$ cat config.mk
export PLATFORM = sky130hd
export DESIGN_NAME = nvdla_glb_intr_ctrl
export DESIGN_NICKNAME = d
export VERILOG_FILES = /design/src/rtl/nvdla_glb_pkg.sv /design/src/rtl/nvdla_glb_intr_gap_fsm.sv /design/src/rtl/nvdla_glb_intr_ctrl.sv
export SDC_FILE = /design/constraint.sdc
export NUM_CORES = 1
export LEC_CHECK = 0
export ABC_AREA = 1
export CAP_MARGIN = 20
export CORE_ASPECT_RATIO = 1.2
export CORE_UTILIZATION = 36
export DETAILED_ROUTE_END_ITERATION = 6
export MAX_ROUTING_LAYER = met4
export PLACE_DENSITY = 0.94
export SLEW_MARGIN = 30
export SYNTH_ARGS = -nofsm -noshare
export SYNTH_HDL_FRONTEND = slang
export SYNTH_SLANG_ARGS = --single-unit
$ cat constraint.sdc
create_clock -name nvdla_core_clk -period 2.1 [get_ports nvdla_core_clk]
set_input_delay 0.42 -clock nvdla_core_clk [delete_from_list [all_inputs] [get_ports nvdla_core_clk]]
set_output_delay 0.42 -clock nvdla_core_clk [all_outputs]
set_load 0.01 [all_outputs]
$ cat src/rtl/nvdla_glb_pkg.sv
// ----------------------------------------------------------------------------
// nvdla_glb_pkg
// Shared definitions for the GLB interrupt collector:
//   - GLB_INTR_W        : width of the done status / mask / pulse vectors
//   - GLB_BIT_*         : bit position of each engine's done source
//   - GLB_INTR_RSVD_MASK: bits [15:10], which never hold status
//   - glb_intr_state_e  : states of the interrupt gap FSM
// ----------------------------------------------------------------------------
package nvdla_glb_pkg;

    localparam int GLB_INTR_W = 22;

    localparam int GLB_BIT_SDP0      = 0;
    localparam int GLB_BIT_SDP1      = 1;
    localparam int GLB_BIT_CDP0      = 2;
    localparam int GLB_BIT_CDP1      = 3;
    localparam int GLB_BIT_PDP0      = 4;
    localparam int GLB_BIT_PDP1      = 5;
    localparam int GLB_BIT_BDMA0     = 6;
    localparam int GLB_BIT_BDMA1     = 7;
    localparam int GLB_BIT_RUBIK0    = 8;
    localparam int GLB_BIT_RUBIK1    = 9;
    localparam int GLB_BIT_CDMA_DAT0 = 16;
    localparam int GLB_BIT_CDMA_DAT1 = 17;
    localparam int GLB_BIT_CDMA_WT0  = 18;
    localparam int GLB_BIT_CDMA_WT1  = 19;
    localparam int GLB_BIT_CACC0     = 20;
    localparam int GLB_BIT_CACC1     = 21;

    localparam logic [GLB_INTR_W-1:0] GLB_INTR_RSVD_MASK = 22'h00FC00;

    typedef enum logic [1:0] {
        IDLE   = 2'd0,
        ASSERT = 2'd1,
        GAP    = 2'd2
    } glb_intr_state_e;

endpackage

$ cat src/rtl/nvdla_glb_intr_gap_fsm.sv
// ----------------------------------------------------------------------------
// nvdla_glb_intr_gap_fsm
// Turns the level "pending" indication into a registered interrupt that is
// forced low for at least INTR_GAP cycles after every deassertion, so an
// edge-sensitive host sees a fresh edge for each new event.
// Ports:
//   i_clk       : core clock
//   i_rst_n     : asynchronous active-low reset
//   i_pending   : 1 when any unmasked status bit is set
//   o_core_intr : registered interrupt, polarity set by INTR_POLARITY
// ----------------------------------------------------------------------------
module nvdla_glb_intr_gap_fsm
    import nvdla_glb_pkg::*;
#(
    parameter int INTR_GAP      = 4,   // 1..15
    parameter int INTR_POLARITY = 1
) (
    input  logic i_clk,
    input  logic i_rst_n,
    input  logic i_pending,
    output logic o_core_intr
);

    localparam logic       ACTIVE_LVL   = (INTR_POLARITY != 0);
    localparam logic       INACTIVE_LVL = ~ACTIVE_LVL;
    // The cycle spent transitioning ASSERT->GAP counts as the first low cycle,
    // so the counter starts one short of the full gap.
    localparam logic [3:0] GAP_LOAD     = 4'(INTR_GAP - 1);

    glb_intr_state_e r_state;
    glb_intr_state_e w_state_next;
    logic [3:0]      r_gap_cnt;
    logic [3:0]      w_gap_cnt_next;
    logic            r_core_intr;
    logic            w_core_intr_next;

    always_ff @(posedge i_clk or negedge i_rst_n) begin
        if (!i_rst_n) begin
            r_state     <= IDLE;
            r_gap_cnt   <= 4'd0;
            r_core_intr <= INACTIVE_LVL;
        end else begin
            r_state     <= w_state_next;
            r_gap_cnt   <= w_gap_cnt_next;
            r_core_intr <= w_core_intr_next;
        end
    end

    always_comb begin
        w_state_next   = r_state;
        w_gap_cnt_next = r_gap_cnt;
        case (r_state)
            IDLE: begin
                if (i_pending) begin
                    w_state_next = ASSERT;
                end
            end
            ASSERT: begin
                if (!i_pending) begin
                    w_state_next   = GAP;
                    w_gap_cnt_next = GAP_LOAD;
                end
            end
            GAP: begin
                // Pending is ignored until the gap has fully elapsed.
                if (r_gap_cnt == 4'd0) begin
                    w_state_next = i_pending ? ASSERT : IDLE;
                end else begin
                    w_gap_cnt_next = r_gap_cnt - 4'd1;
                end
            end
            default: begin
                w_state_next   = IDLE;
                w_gap_cnt_next = 4'd0;
            end
        endcase
        // Output is registered off the next state so it changes on the same
        // edge as the state transition.
        w_core_intr_next = (w_state_next == ASSERT) ? ACTIVE_LVL : INACTIVE_LVL;
    end

    assign o_core_intr = r_core_intr;

endmodule

$ cat src/rtl/nvdla_glb_intr_ctrl.sv
// ----------------------------------------------------------------------------
// nvdla_glb_intr_ctrl
// GLB interrupt collector: latches engine done pulses into sticky status
// bits, supports software set and write-1-to-clear, applies the done masks
// and drives the registered core interrupt through the gap FSM.
// Ports:
//   nvdla_core_clk    : core clock
//   nvdla_core_rstn   : asynchronous active-low reset
//   eng_done_pulse    : 1-cycle engine done pulses (GLB bit layout)
//   done_mask         : 1 = source masked from the interrupt
//   req_wdat          : CSB write data, valid with the triggers
//   status_wr_trigger : W1C of done_status using req_wdat[21:0]
//   set_wr_trigger    : set of done_status using req_wdat[21:0]
//   done_status       : raw sticky status (unmasked)
//   core_intr         : registered interrupt to the SoC
// ----------------------------------------------------------------------------
module nvdla_glb_intr_ctrl
    import nvdla_glb_pkg::*;
#(
    parameter int INTR_GAP      = 4,
    parameter int INTR_POLARITY = 1
) (
    input  logic                  nvdla_core_clk,
    input  logic                  nvdla_core_rstn,
    input  logic [GLB_INTR_W-1:0] eng_done_pulse,
    input  logic [GLB_INTR_W-1:0] done_mask,
    input  logic [31:0]           req_wdat,
    input  logic                  status_wr_trigger,
    input  logic                  set_wr_trigger,
    output logic [GLB_INTR_W-1:0] done_status,
    output logic                  core_intr
);

    logic [GLB_INTR_W-1:0] r_done_status;
    logic [GLB_INTR_W-1:0] w_clr;
    logic [GLB_INTR_W-1:0] w_set;
    logic [GLB_INTR_W-1:0] w_status_next;
    logic                  w_pending;
    logic                  w_unused_wdat;

    // Upper write-data bits carry no status.
    assign w_unused_wdat = ^req_wdat[31:GLB_INTR_W];

    assign w_clr = status_wr_trigger ? req_wdat[GLB_INTR_W-1:0] : '0;
    assign w_set = eng_done_pulse | (set_wr_trigger ? req_wdat[GLB_INTR_W-1:0] : '0);

    // Clear is applied first so a coincident set always wins; reserved bits
    // are forced to zero regardless of pulses or writes.
    assign w_status_next = ((r_done_status & ~w_clr) | w_set) & ~GLB_INTR_RSVD_MASK;

    always_ff @(posedge nvdla_core_clk or negedge nvdla_core_rstn) begin
        if (!nvdla_core_rstn) begin
            r_done_status <= '0;
        end else begin
            r_done_status <= w_status_next;
        end
    end

    // Masks gate only the interrupt; the status read path stays raw.
    assign w_pending = |(r_done_status & ~done_mask);

    nvdla_glb_intr_gap_fsm #(
        .INTR_GAP      (INTR_GAP),
        .INTR_POLARITY (INTR_POLARITY)
    ) u_gap_fsm (
        .i_clk       (nvdla_core_clk),
        .i_rst_n     (nvdla_core_rstn),
        .i_pending   (w_pending),
        .o_core_intr (core_intr)
    );

    assign done_status = r_done_status;

endmodule
==> metrics.md, run 1 <==
| Metric | Value |
|---|---|
| Status | finished clean |
| FP Rows | 24 |
| Nets@finish | ~320 |
| Max stage delay on crit path | 0.46 ns |
| Slew Viols, Final | 0 |
| Worst R2R Setup Slack | ~0.62 ns |
| Routability cong. | approximately 0.82 |
| Wire per inst | ~13 um |
| Post-synthesis sequential area ratio | between 40% and 50% |
| Crit Path Category | in -> reg |
| Final Cycle Share | approximately four fifths |
| Slew headroom | 59.07% |
| Bufs and invs on worst path | 2 |
| Clock slew at reported path FFs | about 0.08 ns |
| Via count | ~1400 |
| Reg2reg start | u_gap_fsm.r_state[0] |
| Slowest CP cell | clkdlybuf4s50_1 |
| First-pass GRT wire length | between 5 and 6 mm |
| Vias in the first global route | between 1000 and 1500 |
| Fin Clk Skew | around 0.0029 ns |
| Sw Pwr | around 460 uW |
| Min Clock Period, post-route | 1.678 ns |
| Detailed Routing Iterations Pass 1 | 4 |
| Maximum VDD drop | about 0.42 mV |
| WP data required | 2.25 ns |
| Placed Cells | 267 |
| CP delay by family, top | simple AND/OR/NAND/NOR gates |
| # resized after CTS | 0 |
| Core area | between 0.003 and 0.004 sq mm |
| Final setup TNS | 0 ns |
| Mapped cell area | 0.001350 sq mm |
| Cts bufs inserted | 3 |
| GRT overflow | 0 |
| Global Route Usage Sum | about a fifth |
| Die Width | a little under 60 um |
| HPWL Detailed | between 2 and 3 mm |
| Layout cell share with drive strength beyond 1 | under 10% |
| Slew @ Worst Pin | 0.6120 ns |
| CTS tree | yes |
| Leak | 0.0009655 uW |
| Final setup violation count | 0 |
| Area growth from synthesis to layout | 55.14% |
| Async set-reset flop share out of synthesis | 100.0% |
| Post-CTS setup buffer count | 0 |
| Count of input and output buffers | a little under 70 |
| Cells after synthesis | between 150 and 200 |
| Yosys warnings | 0 |
| Largest net degree at the start of global routing | 24 |
| Fin cells | 271 |
| Clock sinks | 23 |
| Flop pwr share | between 30% and 40% |
| CP startpoint kind | input port |
| Netlist cell types | 24 |
| Fmax | between 0.5 and 0.6 GHz |
| Avg Inst Size Synth | 8.282 sq um |
| Clock power share | around 20% |
| Register bit total from synthesis | 23 |
| CTS H-tree lvls | 1 |
| Initial antenna violation count | 0 |
| Area share of the largest cell type after synthesis | between 40% and 50% |
| Iter 0 DRT Violations | just under 50 |
| CP Capture Type | flip-flop |
| Initial core utilization | between 30 and 40% |
| Worst-path cell chain | clkdlybuf4s50_1 > inv_1 > nand2_1 > nand2_1 > nor2_1 > nand2_1 > o21ai_0 > nand2_1 > nand2_1 > nand2_1 > nand2_1 > nor2_1 |
| Most frequent cell after synthesis | nand2_1 |
| Ys flop type | dfrtp_1 |
| Internal Power | about 900 uW |
| Comb power frac | between 40% and 50% |
| Synth area leaders | dfrtp_1, nand2_1, a221o_1, inv_1, ha_1 |
| Root cell of the clock tree | clkbuf_8 |
| Max-Cap Viols | 0 |
| IO Pins | 103 |
| Worst-skew pair later-pin latency | 0.26 ns |
| Filler Cell Count | just over 300 |
| Final Hold Violating Endpoints | 0 |
| Pwr Density | ~650 mW/mm^2 |
| Crit path DAT | roughly 1.8 ns |
| Drc violations | 0 |
| Diode count | 0 |
| Worst R2R End | u_gap_fsm.o_core_intr |
| Die ar. | 0.004000 sq mm |
| Commonest cells in the netlist | nand2_1, inv_1, dfrtp_1, a221o_1, nor2_1 |
| Worst Hold Class | in -> async |
| Routed wire length | about 3.6 mm |
| Worst Reg-to-Reg Cells | 10 |
| Die Height | 69.08 um |
| ANT nets after route | 0 |
| CP max FO | 3 |
| CTS Hold Bufs | 0 |
| Area leader, netlist | dfrtp_1 |
| Switching portion of total power | 33.89% |
| Post-synth EDFFs | 0 |
| Drt via density | approximately 5 |
| Top cell by count, worst path | nand2_1 |
| RSZ-0062 raised after global routing | no |
| Worst-case clock buffer depth | 2 |
[logic make-up after synthesis]
group | after synthesis | share of synthesized area (%)
AND/OR/NAND/NOR | 64 | 20.57
buffers and inverters | 37 | 12.23
AO/OA/AOI/OAI | 30 | 17.42
flip-flops | 23 | 42.63
adder cells (fa/ha/maj) | 6 | 5.561
XOR/XNOR | 2 | 1.298
other | 1 | 0.2778
[sequential cells by signal, summed over array words and instances (netlist names)]
signal	cells
u_gap_fsm.r_state	2
done_status	16
u_gap_fsm.r_gap_cnt	4
u_gap_fsm.o_core_intr	1
[final cells by class]
type / count / area (sq um) / area share [%]
clock buffers: 4 / 45.04 / 2.151
inverters: 27 / 101.3 / 4.839
multi-input cells: 108 / 628.1 / 29.99
flip-flops and latches: 23 / 575.6 / 27.48
well taps: 39 / 48.80 / 2.330
repair buffers: 70 / 695.7 / 33.21
[power groups by stage]
stage                     sequential [uW]  combinational, uW  clock, uW
after CTS                             531                554        274
final                                 531                552        270
after global placement                535                524          0
after detailed placement              538                547          0
after global routing                  537                610        293
after floorplan                       544                323          0
[per-layer routing]
| metal | track usage, % | vias to the layer above | wire, um |
|---|---|---|---|
| li1 | - | 653 | - |
| met1 | 21.78 | 639 | 1452 |
| met2 | 33.72 | 56 | 1900 |
| met3 | 2.627 | 8 | 130 |
| met4 | 7.407 | 0 | 71 |
| met5 | - | - | 0 |
[worst register-to-register path, stage by stage (launching register included)]
cell and delay [ns]:
dfrtp_1 0.42, inv_1 0.08, ha_1 0.23, inv_1 0.12, nor2_1 0.09, nor2_1 0.10, nand2_1 0.08, nand2_1 0.08
nand2_1 0.05, nand2_1 0.08, nor2_1 0.05
[how the worst max path moves through the flow]
stage | startpoint | endpoint | cells after the start
6_report | done_mask[20] | u_gap_fsm.o_core_intr | 12
4_1_cts | done_mask[20] | u_gap_fsm.o_core_intr | 12
2_1_floorplan | done_mask[16] | u_gap_fsm.r_gap_cnt[2] | 11
3_3_place_gp | done_mask[16] | u_gap_fsm.r_gap_cnt[2] | 12
3_5_place_dp | done_mask[16] | u_gap_fsm.r_gap_cnt[2] | 12
5_1_grt | done_mask[9] | u_gap_fsm.o_core_intr | 12
[stage by stage]
stage               area, sq um  util [%]  setup slack, ns  hold WS (ns)  total power (uW)
floorplan                  1369         -           0.8298        0.1244             866.7
global placement           2049     56.88           0.2377        0.5139              1059
detailed placement         2049     56.88           0.2155        0.5215              1085
CTS                        2095     58.13           0.4214        0.5148              1359
global route               2095     58.13           0.3363        0.5369              1439
finish                     2095     58.13           0.4220        0.5064              1354
[layout by cell type, fill, tap and decap left out]
master and n:
clkdlybuf4s50_1 68, nand2_1 45, inv_1 26, dfrtp_1 23, a221o_1 14, nor2_1 9
o21ai_0 6, ha_1 6, conb_1 6, nand3_1 5, o21ai_1 4, clkbuf_8 3
nor2_2 2, a21oi_1 2, a211o_1 2, xor2_1 2, buf_4 2, nand2_2 1
a21oi_2 1, nand2_4 1, nor2_8 1, inv_2 1, o21ai_2 1, clkbuf_1 1
No activity file was read; power rests on OpenSTA's default activity.
==> inputs of run 2 (changes only) <==
--- a/config.mk
+++ b/config.mk
@@ -8,10 +8,10 @@
 export ABC_AREA = 1
 export CAP_MARGIN = 20
 export CORE_ASPECT_RATIO = 1.2
-export CORE_UTILIZATION = 36
+export CORE_UTILIZATION = 30
 export DETAILED_ROUTE_END_ITERATION = 6
 export MAX_ROUTING_LAYER = met4
-export PLACE_DENSITY = 0.94
+export PLACE_DENSITY = 0.85
 export SLEW_MARGIN = 30
 export SYNTH_ARGS = -nofsm -noshare
 export SYNTH_HDL_FRONTEND = slang
==> constraint.sdc (replaced) <==
create_clock -name nvdla_core_clk -period 1.4 [get_ports nvdla_core_clk]
set_input_delay 0.28 -clock nvdla_core_clk [delete_from_list [all_inputs] [get_ports nvdla_core_clk]]
set_output_delay 0.28 -clock nvdla_core_clk [all_outputs]
set_load 0.01 [all_outputs]
==> run 2 against run 1 <==
Total power grew 65%. Clock-buffer cell count decreased by 1. Setup slack worse by 0.37 ns. Clock power is 55% higher. Via count is 2.4% higher. Worst hold slack worse by 0.14 ns. Largest cell class unchanged.
==> metrics.md, run 2 (synthesis results as in run 1) <==
| Metric | Value |
|---|---|
| Setup slack at placement | -0.3399 ns |
| Vias in the first global route | around 1400 |
| Drc violations | 0 |
| Routed wire length | approximately 3.6 mm |
| Cts bufs inserted | 3 |
| Global Route Usage Sum | 16.42% |
| Worst-path cell chain | buf_4 > dlygate4sd2_1 |
| Reg2reg start | u_gap_fsm.r_gap_cnt[0] |
| Clock sinks | 23 |
| Worst R2R End | u_gap_fsm.o_core_intr |
| Area growth from synthesis to layout | 69.05% |
| Crit Path Category | reg -> out |
| Worst R2R Setup Slack | 0.05 ns |
| CP startpoint kind | flip-flop |
| Overall power | 2227 uW |
| Die ar. | between 0.004 and 0.005 sq mm |
| Final setup TNS | 0 ns |
| Placed Cells | between 200 and 300 |
| First-pass GRT wire length | roughly 6 mm |
| Layout cell share with drive strength beyond 1 | 20.24% |
| CTS H-tree lvls | 1 |
| Worst Hold Class | in -> async |
| Max-Cap Viols | 0 |
| Detailed Routing Iterations Pass 1 | 4 |
| Min Clock Period, post-route | approximately 1.3 ns |
| Met3 Resource Use GR | under 10% |
| Drt via density | ~4.6 |
| Flop pwr share | roughly a third |
| Leak | roughly 0.0011 uW |
| Clock power share | between 10% and 20% |
| Initial antenna violation count | 0 |
| Fmax | about 0.74 GHz |
| Die Width | ~63 um |
| Count of input and output buffers | just under 70 |
| Slew Viols, Final | 0 |
| ANT nets after route | 0 |
| GRT overflow | 0 |
| Die Height | between 70 and 80 um |
| CTS tree | yes |
| Final Hold Violating Endpoints | 0 |
| Worst Reg-to-Reg Cells | 11 |
| Largest net degree at the start of global routing | 24 |
| Root cell of the clock tree | clkbuf_8 |
| Internal Power | approximately 1400 uW |
| HPWL Detailed | around 2.8 mm |
| Pwr Density | between 900 and 1000 mW/mm^2 |
| Initial core utilization | a little under a third |
| Top Usage Layer GRT | met2 |
| Final setup violation count | 0 |
| CTS Hold Bufs | 0 |
| Comb power frac | a little under half |
| FP Rows | 26 |
| CP max FO | 2 |
| Final worst slack | around 0.05 ns |
| Worst-case clock buffer depth | 2 |
| Diode count | 0 |
| Max FFs per register | 16 |
| Max stage delay on crit path | approximately 0.4 ns |
| RSZ-0062 raised after global routing | yes |
| Routability cong. | roughly 0.90 |
| Switching portion of total power | between 30% and 40% |
| Crit path DAT | between 1 and 1.5 ns |
| Fin Clk Skew | ~0.0061 ns |
| WP data required | around 1.1 ns |
| Wire per inst | around 12 um |
| Via count | 1388 |
| Critical Path Source | done_status[8] |
| Slowest CP cell | dfrtp_1 |
| Most common cell after layout, fill and taps aside | nand2_1 |
| Maximum VDD drop | 0.4573 mV |
| Commonest non-fill, non-tap cells in the layout | nand2_1, clkdlybuf4s50_1, dlygate4sd2_1 |
| Nets@finish | between 300 and 400 |
| Final Cycle Share | about 96% |
| Status | finished clean |
| Clock slew at reported path FFs | ~0.090 ns |
| Worst-skew pair later-pin latency | approximately 0.26 ns |
| IO Pins | approximately 100 |
| Core area | between 0.004 and 0.005 sq mm |
| Iter 0 DRT Violations | 22 |
| Fin cells | 303 |
| Routing usage on met2 | approximately 32% |
| CP Capture Type | primary output |
| GR Util met1 | about 17% |
| Sw Pwr | approximately 790 uW |
## run 2: per-layer routing
metal / up-vias / routed length, um / share of wire, %
li1: 689 / - / -
met1: 645 / 1422 / 39
met2: 50 / 1985 / 55
met3: 4 / 161 / 4.5
met4: 0 / 35 / 0.97
met5: - / 0 / 0
## run 2: area by class of cell
| class | instances | area (sq um) |
|---|---|---|
| fill | 417 | 2012 |
| timing repair buffer | 85 | 788.3 |
| multi-input combinational | 108 | 698.2 |
| sequential | 23 | 575.6 |
| inverter | 27 | 103.9 |
| tap | 56 | 70.07 |
| clock buffer | 3 | 41.29 |
| clock inverter | 1 | 5.005 |
## run 2: power groups by stage
stage	combinational, uW	sequential [uW]	clock (uW)
after floorplan	485	815	0
after global placement	884	797	0
after detailed placement	914	796	0
after CTS	900	782	431
after global routing	1140	793	457
final	1020	786	418
## run 2: worst max path at each step
stage                     slack [ns]  cells after the start                     end
after floorplan                 0.13                     10  u_gap_fsm.r_gap_cnt[2]
after global placement         -0.30                     12  u_gap_fsm.r_gap_cnt[2]
after detailed placement       -0.34                     12  u_gap_fsm.r_gap_cnt[2]
after CTS                     0.0005                     10  u_gap_fsm.r_gap_cnt[2]
after global routing           -0.04                     11   u_gap_fsm.o_core_intr
final                           0.05                      2          done_status[8]
## run 2: critical path, delay by kind of cell (launching register included)
family	cells	cell delay, ns
flops	1	0.40
buf+inv	2	0.41
## run 2: repair_timing
action	CTS	global route
setup buffers	1	6
setup endpoints to repair	23	6
gates resized for setup	36	25
pin swaps	15	20
cloned	0	0
## run 2: through the flow
| step | util, % | hold WS [ns] | instance area [sq um] |
|---|---|---|---|
| 2_1_floorplan | - | -0.01559 | 1369 |
| 3_3_place_gp | 49.91 | 0.5113 | 2143 |
| 3_5_place_dp | 49.91 | 0.5165 | 2143 |
| 4_1_cts | 50.85 | 0.3856 | 2183 |
| 5_1_grt | 53.15 | 0.4016 | 2282 |
| 6_report | 53.15 | 0.3705 | 2282 |
